File: src/rtl/gp_cmd_scheduler.sv
// gp_cmd_scheduler: round-robin merge of two command streams into a FIFO,
// drained one command at a time into graphics_processor via en/finish.
//
// Ports:
//   clk, rst                    clock, async active-high reset
//   req0_valid/cmd/ready        requester 0 (game controller) handshake
//   req1_valid/cmd/ready        requester 1 (score/note renderer) handshake
//   gp_finish                   graphics_processor done pulse
//   gp_en                       one-cycle start pulse to graphics_processor
//   gp_opcode..gp_arg           issued command fields, held until next load
//   busy                        sequencer in ISSUE or WAIT
//   level                       FIFO occupancy 0..DEPTH
module gp_cmd_scheduler #(
  parameter int DEPTH  = 8,
  parameter int ADDR_W = 3
) (
  input  logic              clk,
  input  logic              rst,
  input  logic              req0_valid,
  input  logic [50:0]       req0_cmd,
  output logic              req0_ready,
  input  logic              req1_valid,
  input  logic [50:0]       req1_cmd,
  output logic              req1_ready,
  input  logic              gp_finish,
  output logic              gp_en,
  output logic              gp_opcode,
  output logic [9:0]        gp_tl_x,
  output logic [8:0]        gp_tl_y,
  output logic [9:0]        gp_br_x,
  output logic [8:0]        gp_br_y,
  output logic [11:0]       gp_arg,
  output logic              busy,
  output logic [ADDR_W:0]   level
);

  typedef enum logic [1:0] {
    S_IDLE,
    S_ISSUE,
    S_WAIT
  } state_t;

  localparam logic [ADDR_W:0] FULL_LVL = (ADDR_W+1)'(DEPTH);

  state_t state, state_nx;

  logic [50:0]       mem [DEPTH];
  logic [ADDR_W-1:0] wr_ptr;
  logic [ADDR_W-1:0] rd_ptr;
  logic [ADDR_W:0]   count;
  logic              last_grant;
  logic [50:0]       cur;

  logic full;
  logic grant0;
  logic grant1;
  logic push0;
  logic push1;
  logic push;
  logic load;
  logic [50:0] push_cmd;

  // last_grant: 1 = req1 won last, so req0 wins the next tie.
  assign full   = (count == FULL_LVL);
  assign grant0 = req0_valid & (~req1_valid | last_grant);
  assign grant1 = req1_valid & (~req0_valid | ~last_grant);

  assign req0_ready = grant0 & ~full & ~rst;
  assign req1_ready = grant1 & ~full & ~rst;

  assign push0    = req0_valid & req0_ready;
  assign push1    = req1_valid & req1_ready;
  assign push     = push0 | push1;
  assign push_cmd = push0 ? req0_cmd : req1_cmd;

  always_ff @(posedge clk) begin
    if (push) begin
      mem[wr_ptr] <= push_cmd;
    end
  end

  always_ff @(posedge clk or posedge rst) begin
    if (rst) begin
      wr_ptr     <= '0;
      rd_ptr     <= '0;
      count      <= '0;
      last_grant <= 1'b1;
    end else begin
      if (push) begin
        wr_ptr     <= wr_ptr + 1'b1;
        last_grant <= push1;
      end
      if (load) begin
        rd_ptr <= rd_ptr + 1'b1;
      end
      unique case ({push, load})
        2'b10:   count <= count + 1'b1;
        2'b01:   count <= count - 1'b1;
        default: count <= count;
      endcase
    end
  end

  always_ff @(posedge clk or posedge rst) begin
    if (rst) begin
      state <= S_IDLE;
      cur   <= '0;
    end else begin
      state <= state_nx;
      if (load) begin
        cur <= mem[rd_ptr];
      end
    end
  end

  always_comb begin
    state_nx = state;
    load     = 1'b0;
    unique case (state)
      S_IDLE: begin
        if (count != '0) begin
          load     = 1'b1;
          state_nx = S_ISSUE;
        end
      end
      S_ISSUE: state_nx = S_WAIT;
      S_WAIT: begin
        if (gp_finish) begin
          state_nx = S_IDLE;
        end
      end
      default: state_nx = S_IDLE;
    endcase
  end

  assign gp_en     = (state == S_ISSUE);
  assign busy      = (state != S_IDLE);
  assign level     = count;
  assign gp_opcode = cur[50];
  assign gp_tl_x   = cur[49:40];
  assign gp_tl_y   = cur[39:31];
  assign gp_br_x   = cur[30:21];
  assign gp_br_y   = cur[20:12];
  assign gp_arg    = cur[11:0];

endmodule
File: config.mk
export PLATFORM = sky130hd
export DESIGN_NAME = gp_cmd_scheduler
export DESIGN_NICKNAME = d
export VERILOG_FILES = /design/src/rtl/gp_cmd_scheduler.sv
export SDC_FILE = /design/constraint.sdc
export NUM_CORES = 1
export LEC_CHECK = 0
export ABC_AREA = 1
export CAP_MARGIN = 20
export CORE_MARGIN = 4
export CORE_UTILIZATION = 58
export DETAILED_ROUTE_END_ITERATION = 12
export PLACE_DENSITY = 0.8
export SYNTH_ARGS = -nofsm -noshare
export SYNTH_HDL_FRONTEND = slang
export SYNTH_SLANG_ARGS = --single-unit
File: constraint.sdc
create_clock -name clk -period 4.1 [get_ports clk]
set_clock_uncertainty 0.05 [all_clocks]
set_input_delay 0.615 -clock clk [delete_from_list [all_inputs] [get_ports clk]]
set_output_delay 0.615 -clock clk [all_outputs]
set_load 0.03 [all_outputs]
Word-level counts from Yosys, hierarchy flattened
Memories as Yosys holds them, arrays and structs flattened. A register that Yosys moved wholly into a read port is not among the register bits.
Index checks and enable logic that the tools add are counted.

cells by class
  add/sub/neg operators = 4
  eq/ne operators = 7
  muxes and demuxes = 9
  bitwise operators = 16
  reductions and logical operators = 5

operators with widths
  kind                 count
  $mux 51              1
  $and 1x1->1          8
  $pmux 4 s2           1
  $add 3x1->3 const B  2
  $pmux 2 s3           1
  $not 1->1            5
  $add 4x1->4 const B  1
  $eq 2x1->1 const B   2
  $eq 2x2->1 const B   2
  $eq 4x4->1 const B   1
  $mux 1               4
  $mux 2               2
  $ne 2x2->1 const B   2
  $reduce_bool 2->1    2
  $reduce_bool 4->1    1
  $sub 4x1->4 const B  1
  $or 1x1->1           3
  $logic_not 2->1      1
  $reduce_and 2->1     1

storage, ports and cells
  bits in registers = 13
  memory bits (writable) = 408
  input bits = 107
  output and inout bits = 59
  word-level logic and storage cells = 47
  memories kept = 1

memory list
  name  words  width  read ports  clocked after memory_dff  write ports  line  RTL
  mem   8      51     1           1                         1            47    logic [50:0] mem [DEPTH];

Logic depth before layout (Yosys ltp)
Gate-level depths: netlist of run 1.

  depth after elaboration = 9
  mapped depth = 15

Least setup slack after synthesis of run 1
No wires, ideal clock.

  path type = input-to-reg
  start = input port rst
  end = memory mem[0][0] (enable)
  data arrival time = 4.834 ns
  path slack = -1.244 ns
  cell stages on the path = 7
  path buffers = 0
  cell sequence = inv_1 > nand2_1 > a21oi_1 > nand2_2 > nand2_1 > nand2_1 > nor2_1

on the way
  word-level cells in the longest chain between the ends = 6
  elaborated cells on any way between the ends = 8
  those cells by class = 2 x mux; 6 x bitwise

ends and longest elaborated chain
  element                                line    RTL
  from (decl)                            18      input logic rst,
  $not 1->1 (*)                          68, 69
  $and 1x1->1, on equally long branches  68, 69
  $and 1x1->1, on equally long branches  71, 72
  $or 1x1->1 (*)                         73      assign push = push0 | push1;
  $mux 1 (*)                             77      if (push) begin
  $mux 1 (implied by the code) (*)       78      mem[wr_ptr] <= push_cmd;
  to (decl)                              47

Every way passes the cells marked *; elsewhere a longest branch is shown, timed or not.

Worst setup path in the final report of run 1
  start = input port rst
  end = output port req0_ready

on the way
  word-level cells in the longest chain between the ends = 2

ends and longest elaborated chain
  element      line  RTL
  $not 1->1    68    assign req0_ready = grant0 & ~full & ~rst;
  $and 1x1->1  68
  to (decl)    21    output logic req0_ready,

No other way between the ends.

==> report_table.html, run 1 <==
<table>
<tr><th>Metric</th><th>Value</th></tr>
<tr><th colspan="2">Outcome</th></tr>
<tr><td>Run status</td><td>finished, final reports clean</td></tr>
<tr><th colspan="2">Power and ir drop</th></tr>
<tr><td>Worst IR drop on VDD</td><td>474 uV</td></tr>
<tr><td>Sw Pwr</td><td>0.00601 W</td></tr>
<tr><td>Sequential Power Share</td><td>40.6%</td></tr>
<tr><td>Static leakage</td><td>9.03 nW</td></tr>
<tr><td>Switching power as a share of total power</td><td>36.4%</td></tr>
<tr><td>Cell Int Power</td><td>0.0105 W</td></tr>
<tr><td>Areal power density over the cells</td><td>713 mW/mm2</td></tr>
<tr><td>Portion of total power attributed to combinational logic</td><td>34.9%</td></tr>
<tr><td>Part of the total power dissipated in the clock network</td><td>24.6%</td></tr>
<tr><th colspan="2">Floorplan</th></tr>
<tr><td>Number of rows in the core area</td><td>67</td></tr>
<tr><td>Height of the die</td><td>192 um</td></tr>
<tr><td>Die X</td><td>192 um</td></tr>
<tr><td>Starting utilization of the core area</td><td>between 50 and 60%</td></tr>
<tr><td>CORE AREA</td><td>0.0334 mm2</td></tr>
<tr><td>Number of ports placed on the die boundary</td><td>166</td></tr>
<tr><td>Area enclosed by the die boundary</td><td>0.0367 mm2</td></tr>
<tr><th colspan="2">Setup path</th></tr>
<tr><td>Required time at the worst-slack endpoint</td><td>3.43 ns</td></tr>
<tr><td>Critical path endpoint category</td><td>primary output</td></tr>
<tr><td>Maximum fanout along the worst path</td><td>24</td></tr>
<tr><td>Worst EP arrival</td><td>about 2.4 ns</td></tr>
<tr><td>Setup CP Type</td><td>in -&gt; out</td></tr>
<tr><td>Startpoint kind of the worst setup timing path</td><td>primary input</td></tr>
<tr><td>Stage delay of the slowest cell on the critical path</td><td>roughly 0.58 ns</td></tr>
<tr><td>Critical path buffers and inverters</td><td>4</td></tr>
<tr><td>Cell chain of the critical path</td><td>clkdlybuf4s50_1 -&gt; clkinvlp_4 -&gt; nand2_1 -&gt; a21oi_1 -&gt; nand2_2 -&gt; inv_2 -&gt; buf_4</td></tr>
<tr><td>Kind of cell with the highest combined delay on the critical path</td><td>buffers and inverters</td></tr>
<tr><td>Master of the slowest instance on the critical path</td><td>clkdlybuf4s50_1</td></tr>
<tr><th colspan="2">Synthesis</th></tr>
<tr><td>Post-synthesis cell count</td><td>between 1500 and 2000</td></tr>
<tr><td>Synth area leader</td><td>edfxtp_1</td></tr>
<tr><td>Most common flop cell mapped by yosys</td><td>edfxtp_1</td></tr>
<tr><td>Sequential element share of the synthesized area</td><td>70.8%</td></tr>
<tr><td>Top cell type's share of synthesized area</td><td>a little over three fifths</td></tr>
<tr><td>Average footprint of a synthesized cell</td><td>11.7 um2</td></tr>
<tr><td>Yosys warnings</td><td>0</td></tr>
<tr><td>Library cells used by synthesis</td><td>26</td></tr>
<tr><td>Leading cell types by count after synthesis</td><td>nand2_1 (436), edfxtp_1 (408), inv_1 (217), nand3_1 (157), o211ai_1 (153)</td></tr>
<tr><td>Synthesized flop and latch total</td><td>472</td></tr>
<tr><td>Number of flops mapped to enable cells by yosys</td><td>about 400</td></tr>
<tr><td>Post-Syn Nets</td><td>1790</td></tr>
<tr><td>Top area cells in the synthesized netlist</td><td>edfxtp_1 (63%), nand2_1 (8.4%), dfrtp_1 (8.1%)</td></tr>
<tr><td>Mapped cell area</td><td>0.0196 mm2</td></tr>
<tr><td>Share of async-settable or async-resettable flops after synthesis</td><td>13.6%</td></tr>
<tr><td>Most common cell in the netlist</td><td>nand2_1</td></tr>
<tr><th colspan="2">CTS</th></tr>
<tr><td>Clock network latency to the later pin of the worst-skew pair</td><td>around 0.54 ns</td></tr>
<tr><td>TritonCTS Sinks</td><td>472</td></tr>
<tr><td>CTS tree</td><td>done</td></tr>
<tr><td>Buffer depth of the longest clock path</td><td>3</td></tr>
<tr><td>Buffer type at the clock tree root</td><td>clkbuf_16</td></tr>
<tr><td>Clk slew on worst S/H paths</td><td>0.06 ns</td></tr>
<tr><td>Number of buffers added by the clock tree synthesis step</td><td>46</td></tr>
<tr><td># Post-CTS Setup Buffers</td><td>0</td></tr>
<tr><td>H-tree lvl count</td><td>2</td></tr>
<tr><td>Number of instances resized during post-cts repair</td><td>0</td></tr>
<tr><td>Count of hold buffers inserted by post-cts repair</td><td>0</td></tr>
<tr><th colspan="2">Cells and area</th></tr>
<tr><td>Net total in the final layout</td><td>1934</td></tr>
<tr><td>Count of inserted antenna diode cells</td><td>0</td></tr>
<tr><td>Share of layout cells above drive strength 1</td><td>roughly 6%</td></tr>
<tr><td>Area added between synthesis and finish</td><td>18.2%</td></tr>
<tr><th colspan="2">Routing</th></tr>
<tr><td>Total length of routed wires</td><td>44000 um</td></tr>
<tr><td>Number of detailed-routing iterations run before antenna repair</td><td>6</td></tr>
<tr><td>Post-detailed-route wirelength per cell</td><td>19.1 um</td></tr>
<tr><td>Routed Antenna Nets</td><td>0</td></tr>
<tr><td>DRC</td><td>0</td></tr>
<tr><td>Iteration-0 DRC Markers</td><td>1316</td></tr>
<tr><td>Via density per instance</td><td>~5.6</td></tr>
<tr><td>Number of vias after detailed routing</td><td>12900</td></tr>
<tr><th colspan="2">Timing</th></tr>
<tr><td>Hold WS</td><td>~0.42 ns</td></tr>
<tr><td>Count of final setup violators</td><td>0</td></tr>
<tr><td>Final worst-path cycle share</td><td>75.3%</td></tr>
<tr><td>Worst Tran Pin Value</td><td>0.989 ns</td></tr>
<tr><td>Final count of pins violating max slew</td><td>0</td></tr>
<tr><td>Final worst path period need</td><td>around 3.1 ns</td></tr>
<tr><td>Achievable frequency</td><td>0.324 GHz</td></tr>
<tr><td>Count of final hold-check violations</td><td>0</td></tr>
<tr><td>Normalized max-slew margin</td><td>33.9%</td></tr>
<tr><td>Setup total negative slack</td><td>0 ns</td></tr>
<tr><td>Unrepaired setup endpoints after global routing</td><td>no</td></tr>
<tr><th colspan="2">Global route</th></tr>
<tr><td>GRT Resource Usage Total</td><td>about a quarter</td></tr>
<tr><td>Vias in the first global route</td><td>13100</td></tr>
<tr><td>Overall overflow remaining after global route</td><td>0</td></tr>
<tr><td>Wire length of the first global-routing pass</td><td>68300 um</td></tr>
<tr><td>Pin count of the biggest net entering global routing</td><td>~120</td></tr>
<tr><td>Number of antenna violations at the first check in global routing</td><td>0</td></tr>
<tr><th colspan="2">Placed design</th></tr>
<tr><td>Quantity of I/O buffers inserted on ports</td><td>165</td></tr>
<tr><td>Half-perimeter wire length after detailed placement</td><td>24600 um</td></tr>
<tr><td>Placer's final routability congestion estimate</td><td>0.771</td></tr>
<tr><th colspan="2">Job</th></tr>
<tr><td>Max-Cap Viols</td><td>0</td></tr>
<tr><th colspan="2">Hold path</th></tr>
<tr><td>Type of the worst min-delay path</td><td>reg -&gt; reg</td></tr>
</table>
[kinds of logic (layout without fill, tap and decap cells)]
family          count (synthesis)  count (layout)  share of synthesized area (%)
compound gates                266             266                           8.79
xor+xnor                        6               6                          0.268
fa+ha+maj                       5               5                          0.320
buf+inv                       320             501                           7.10
flops                         472             472                           70.8
simple gates                  609             609                           12.7
[routing by layer]
metal / share of wire (%) / GRT usage [%] / vias up
met4: 3.1 / 9.34 / 0
met1: 39 / 30.6 / 6199
li1: - / - / 6065
met2: 51 / 41.4 / 524
met3: 6.8 / 3.36 / 93
met5: 0 / 0 / -
[tightest hold or removal path, cell delays in order, from the launching register on]
cell and delay, ns:
dfrtp_1 0.34, nand2_1 0.05, nand2_1 0.05
[layout make-up]
class	instances	area, um2
flip-flops and latches	472	13900
fillers	2203	10300
multi-input cells	886	4400
repair buffers	195	2030
clock buffers	65	1280
inverters	221	833
well taps	448	561
clock inverters	20	171
[sequential cells by signal, indices dropped and copies added, names as in the netlist]
name        cells
cur            51
mem           408
state           2
level           4
wr_ptr          3
rd_ptr          3
last_grant      1
[power by group through the flow]
| stage | clock network (W) | logic, W | registers, W |
|---|---|---|---|
| floorplan | 0 | 0.00361 | 0.00705 |
| global placement | 0 | 0.00547 | 0.00674 |
| finish | 0.00405 | 0.00575 | 0.00669 |
| CTS | 0.00409 | 0.00574 | 0.00668 |
| global route | 0.00429 | 0.00635 | 0.00678 |
| detailed placement | 0 | 0.00568 | 0.00677 |
[final timing paths]
path	endpoint	cells after the start	slack (ns)	startpoint
worst max-delay path	req0_ready	7	1.01	rst
worst min-delay path	cur[38]	2	0.42	cur[38]
worst max register to register	cur[3]	6	1.38	rd_ptr[1]
worst min register to register	cur[38]	2	0.42	cur[38]
max in group asynchronous	rd_ptr[1]	3	2.36	rst
min in group asynchronous	cur[50]	3	0.95	rst
[stage by stage]
stage	worst slack [ns]	util, %	instance area [um2]	power (W)	std cells
after floorplan	0.265	-	19600	0.0107	1678
after global placement	0.516	64.6	21600	0.0122	2219
after detailed placement	0.731	64.7	21700	0.0125	2221
after CTS	1.00	69.1	23100	0.0165	2306
after global routing	0.964	69.2	23100	0.0174	2307
final	1.01	69.2	23100	0.0165	2307
[placed cells by master, fill, tap and decap left out, types with 3 or more instances in the layout]
| cell | instances |
|---|---|
| a21oi_1 | 54 |
| buf_12 | 11 |
| buf_4 | 19 |
| bufinv_16 | 3 |
| clkbuf_1 | 14 |
| clkbuf_16 | 47 |
| clkbuf_8 | 4 |
| clkdlybuf4s50_1 | 164 |
| clkinv_1 | 8 |
| clkinv_2 | 7 |
| dfrtp_1 | 60 |
| edfxtp_1 | 408 |
| ha_1 | 5 |
| inv_1 | 216 |
| inv_2 | 4 |
| nand2_1 | 436 |
| nand3_1 | 157 |
| nor2_1 | 4 |
| nor2_4 | 8 |
| o211ai_1 | 153 |
| o21ai_0 | 57 |
| xor2_1 | 4 |
Note: power is estimated with default switching activity, not from simulation.
==> run 2, diff against run 1 <==
--- a/config.mk
+++ b/config.mk
@@ -8,9 +8,9 @@
 export ABC_AREA = 1
 export CAP_MARGIN = 20
 export CORE_MARGIN = 4
-export CORE_UTILIZATION = 58
+export CORE_UTILIZATION = 52
 export DETAILED_ROUTE_END_ITERATION = 12
-export PLACE_DENSITY = 0.8
+export PLACE_DENSITY = 0.76
 export SYNTH_ARGS = -nofsm -noshare
 export SYNTH_HDL_FRONTEND = slang
 export SYNTH_SLANG_ARGS = --single-unit
==> constraint.sdc (replaced) <==
create_clock -name clk -period 2.8 [get_ports clk]
set_clock_uncertainty 0.05 [all_clocks]
set_input_delay 0.42 -clock clk [delete_from_list [all_inputs] [get_ports clk]]
set_output_delay 0.42 -clock clk [all_outputs]
set_load 0.03 [all_outputs]
==> run 2 against run 1 <==
Sequential power increased by 45%. Core utilization decreased by 5.6 points. Sequential cell count unchanged. Routed wire length increased by 1.9%. Design area increased by 1.3%. Clock power increased by 51%. Sequential share of layout area decreased by 0.79 points. Count of clock-buffer cells in the layout increased by 2. Worst setup slack got worse by 0.78 ns. Register-to-register slack got worse by 0.90 ns. Critical path depth decreased by 1. Largest cell class unchanged.
==> report_table.html, run 2 (same netlist as run 1, synthesis figures left out) <==
<table>
<tr><th>Metric</th><th>Value</th></tr>
<tr><th colspan="2">Floorplan</th></tr>
<tr><td>Height of the die</td><td>202 um</td></tr>
<tr><td>Starting utilization of the core area</td><td>~53%</td></tr>
<tr><td>CORE AREA</td><td>0.0369 mm2</td></tr>
<tr><td>Number of rows in the core area</td><td>70</td></tr>
<tr><td>Area enclosed by the die boundary</td><td>0.0408 mm2</td></tr>
<tr><td>Die X</td><td>about 200 um</td></tr>
<tr><td>Number of ports placed on the die boundary</td><td>166</td></tr>
<tr><th colspan="2">Power and ir drop</th></tr>
<tr><td>Portion of total power attributed to combinational logic</td><td>35.7%</td></tr>
<tr><td>Static leakage</td><td>9.15 nW</td></tr>
<tr><td>Cell Int Power</td><td>around 0.016 W</td></tr>
<tr><td>Switching power as a share of total power</td><td>36.2%</td></tr>
<tr><td>Design Power</td><td>0.0246 W</td></tr>
<tr><td>Sequential Power Share</td><td>39.4%</td></tr>
<tr><td>Areal power density over the cells</td><td>1050 mW/mm2</td></tr>
<tr><td>Sw Pwr</td><td>slightly below 0.009 W</td></tr>
<tr><td>Part of the total power dissipated in the clock network</td><td>24.9%</td></tr>
<tr><td>Worst IR drop on VDD</td><td>741 uV</td></tr>
<tr><th colspan="2">Timing</th></tr>
<tr><td>Final Worst Setup Slack</td><td>around 0.23 ns</td></tr>
<tr><td>Final worst path period need</td><td>around 2.6 ns</td></tr>
<tr><td>Count of final setup violators</td><td>0</td></tr>
<tr><td>Worst Tran Pin Value</td><td>0.684 ns</td></tr>
<tr><td>Achievable frequency</td><td>0.389 GHz</td></tr>
<tr><td>Unrepaired setup endpoints after global routing</td><td>no</td></tr>
<tr><td>Final count of pins violating max slew</td><td>0</td></tr>
<tr><td>Hold WS</td><td>0.309 ns</td></tr>
<tr><td>Setup total negative slack</td><td>0 ns</td></tr>
<tr><td>Final worst-path cycle share</td><td>91.8%</td></tr>
<tr><td>Count of final hold-check violations</td><td>0</td></tr>
<tr><td>Normalized max-slew margin</td><td>between 50% and 60%</td></tr>
<tr><th colspan="2">Routing</th></tr>
<tr><td>Number of detailed-routing iterations run before antenna repair</td><td>5</td></tr>
<tr><td>Post-detailed-route wirelength per cell</td><td>18.9 um</td></tr>
<tr><td>Number of vias after detailed routing</td><td>12800</td></tr>
<tr><td>Total length of routed wires</td><td>44900 um</td></tr>
<tr><td>Iteration-0 DRC Markers</td><td>1184</td></tr>
<tr><td>DRC</td><td>0</td></tr>
<tr><td>Via density per instance</td><td>5.40</td></tr>
<tr><td>Routed Antenna Nets</td><td>0</td></tr>
<tr><th colspan="2">Cells and area</th></tr>
<tr><td>Multi-input gate area in the final layout</td><td>around 0.0044 mm2</td></tr>
<tr><td>Fill cell total of the finished layout</td><td>2646</td></tr>
<tr><td>Most common cell after layout, fill and taps aside</td><td>nand2_1</td></tr>
<tr><td>Area used by sequential logic in the layout</td><td>0.0139 mm2</td></tr>
<tr><td>Largest Register</td><td>mem</td></tr>
<tr><td>Commonest cells after routing, fill and taps aside</td><td>nand2_1 (433), edfxtp_1 (408), inv_1 (215), clkdlybuf4s50_1 (163), nand3_1 (157)</td></tr>
<tr><td>Count of inserted antenna diode cells</td><td>0</td></tr>
<tr><td>Share of layout cells above drive strength 1</td><td>6.86%</td></tr>
<tr><td>Flip-flop count of the largest register, all copies and words added</td><td>408</td></tr>
<tr><td>Final std cell area, no fill</td><td>0.0234 mm2</td></tr>
<tr><td>Net total in the final layout</td><td>1943</td></tr>
<tr><td>Area added between synthesis and finish</td><td>19.8%</td></tr>
<tr><th colspan="2">Global route</th></tr>
<tr><td>Vias in the first global route</td><td>13100</td></tr>
<tr><td>Pin count of the biggest net entering global routing</td><td>around 110</td></tr>
<tr><td>GRT Resource Usage Total</td><td>between 20% and 30%</td></tr>
<tr><td>Wire length of the first global-routing pass</td><td>around 70000 um</td></tr>
<tr><td>Overall overflow remaining after global route</td><td>0</td></tr>
<tr><td>Number of antenna violations at the first check in global routing</td><td>0</td></tr>
<tr><th colspan="2">Outcome</th></tr>
<tr><td>Run status</td><td>finished, final reports clean</td></tr>
<tr><th colspan="2">Setup path</th></tr>
<tr><td>Stage delay of the slowest cell on the critical path</td><td>0.53 ns</td></tr>
<tr><td>Required time at the worst-slack endpoint</td><td>2.33 ns</td></tr>
<tr><td>Master of the slowest instance on the critical path</td><td>dfstp_2</td></tr>
<tr><td>Path length in cells of the critical path</td><td>6</td></tr>
<tr><td>Source of the worst register-to-register timing path</td><td>level[0]</td></tr>
<tr><td>Critical path endpoint category</td><td>primary output</td></tr>
<tr><td>Number of cells on the worst reg-to-reg path</td><td>13</td></tr>
<tr><td>Worst EP arrival</td><td>2.10 ns</td></tr>
<tr><td>Critical path buffers and inverters</td><td>4</td></tr>
<tr><td>Startpoint kind of the worst setup timing path</td><td>flip-flop</td></tr>
<tr><td>Worst r2r dst</td><td>level[2]</td></tr>
<tr><td>Maximum fanout along the worst path</td><td>23</td></tr>
<tr><td>Cell chain of the critical path</td><td>inv_1 -&gt; a21oi_1 -&gt; nand2_2 -&gt; inv_2 -&gt; buf_4 -&gt; buf_4</td></tr>
<tr><td>Setup CP Type</td><td>reg -&gt; out</td></tr>
<tr><td>Kind of cell with the highest combined delay on the critical path</td><td>buffers and inverters</td></tr>
<tr><td>Most used cell along the critical path</td><td>buf_4</td></tr>
<tr><td>Termination of the worst setup path</td><td>req0_ready</td></tr>
<tr><td>Worst setup startpoint</td><td>last_grant</td></tr>
<tr><td>Flop2flop setup slack</td><td>0.48 ns</td></tr>
<tr><th colspan="2">Placed design</th></tr>
<tr><td>Quantity of I/O buffers inserted on ports</td><td>165</td></tr>
<tr><td>Cell area after placement</td><td>0.0219 mm2</td></tr>
<tr><td>Worst setup slack after placement</td><td>0.150 ns</td></tr>
<tr><td>Half-perimeter wire length after detailed placement</td><td>26700 um</td></tr>
<tr><td>Placer's final routability congestion estimate</td><td>0.793</td></tr>
<tr><th colspan="2">CTS</th></tr>
<tr><td>Buffer type at the clock tree root</td><td>clkbuf_16</td></tr>
<tr><td>TritonCTS Sinks</td><td>472</td></tr>
<tr><td># Post-CTS Setup Buffers</td><td>0</td></tr>
<tr><td>Buffer depth of the longest clock path</td><td>3</td></tr>
<tr><td>Clock network latency to the later pin of the worst-skew pair</td><td>about 0.55 ns</td></tr>
<tr><td>Clk slew on worst S/H paths</td><td>0.06 ns</td></tr>
<tr><td>Number of buffers added by the clock tree synthesis step</td><td>46</td></tr>
<tr><td>Number of instances resized during post-cts repair</td><td>0</td></tr>
<tr><td>Count of hold buffers inserted by post-cts repair</td><td>0</td></tr>
<tr><td>CTS tree</td><td>done</td></tr>
<tr><td>H-tree lvl count</td><td>2</td></tr>
<tr><th colspan="2">Hold path</th></tr>
<tr><td>Type of the worst min-delay path</td><td>in -&gt; async</td></tr>
<tr><th colspan="2">Job</th></tr>
<tr><td>Max-Cap Viols</td><td>0</td></tr>
</table>
-- run 2: cell count changes in the layout (fill, tap and decap cells not counted), moves of 3 or more --
cell      previous run  this run
nand2_4              0         3
clkinv_1             8         5
buf_12              11        20
clkbuf_1            14        17
nand2_1            436       433
-- run 2: cell type report --
type | instances | share of cell area, %
flip-flops and latches | 472 | 59.1
multi-input cells | 886 | 18.9
repair buffers | 204 | 9.36
clock buffers | 67 | 5.46
inverters | 221 | 3.55
well taps | 504 | 2.69
clock inverters | 17 | 0.902
-- run 2: worst min-delay path by stage --
stage	from	to	cells past startpoint
floorplan	last_grant	last_grant	2
global placement	cur[28]	cur[28]	2
detailed placement	cur[41]	cur[41]	2
CTS	rst	state[0]	3
global route	rst	state[1]	3
finish	rst	state[0]	3
-- run 2: power groups by stage --
stage	combinational [W]	clock, W	sequential (W)
after floorplan	0.00535	0	0.0103
after global placement	0.00842	0	0.00978
after detailed placement	0.00873	0	0.00981
after CTS	0.00880	0.00620	0.00969
after global routing	0.00963	0.00648	0.00980
final	0.00876	0.00610	0.00968
-- run 2: worst reg2reg max path: stages, from the launching register on --
cell,delay (ns)
dfrtp_1,0.45
nor2_2,0.23
nand3_1,0.14
nand4_1,0.19
nand2_4,0.13
inv_2,0.12
ha_4,0.16
nand2_1,0.05
inv_1,0.07
nor2_1,0.06
ha_1,0.19
a21oi_2,0.12
xor2_1,0.16
o21ai_0,0.09
-- run 2: layer usage --
metal | GRT usage (%) | up-vias | wire, um
li1 | - | 6077 | -
met1 | 26.8 | 6171 | 17500
met2 | 38.8 | 456 | 23300
met3 | 3.32 | 92 | 2870
met4 | 7.23 | 0 | 1230
met5 | 0 | - | 0
-- run 2: metrics by stage --
stage / utilization, % / std cells
floorplan: - / 1678
finish: 63.6 / 2371
detailed placement: 59.5 / 2286
CTS: 63.5 / 2370
global route: 63.6 / 2371
global placement: 59.5 / 2286
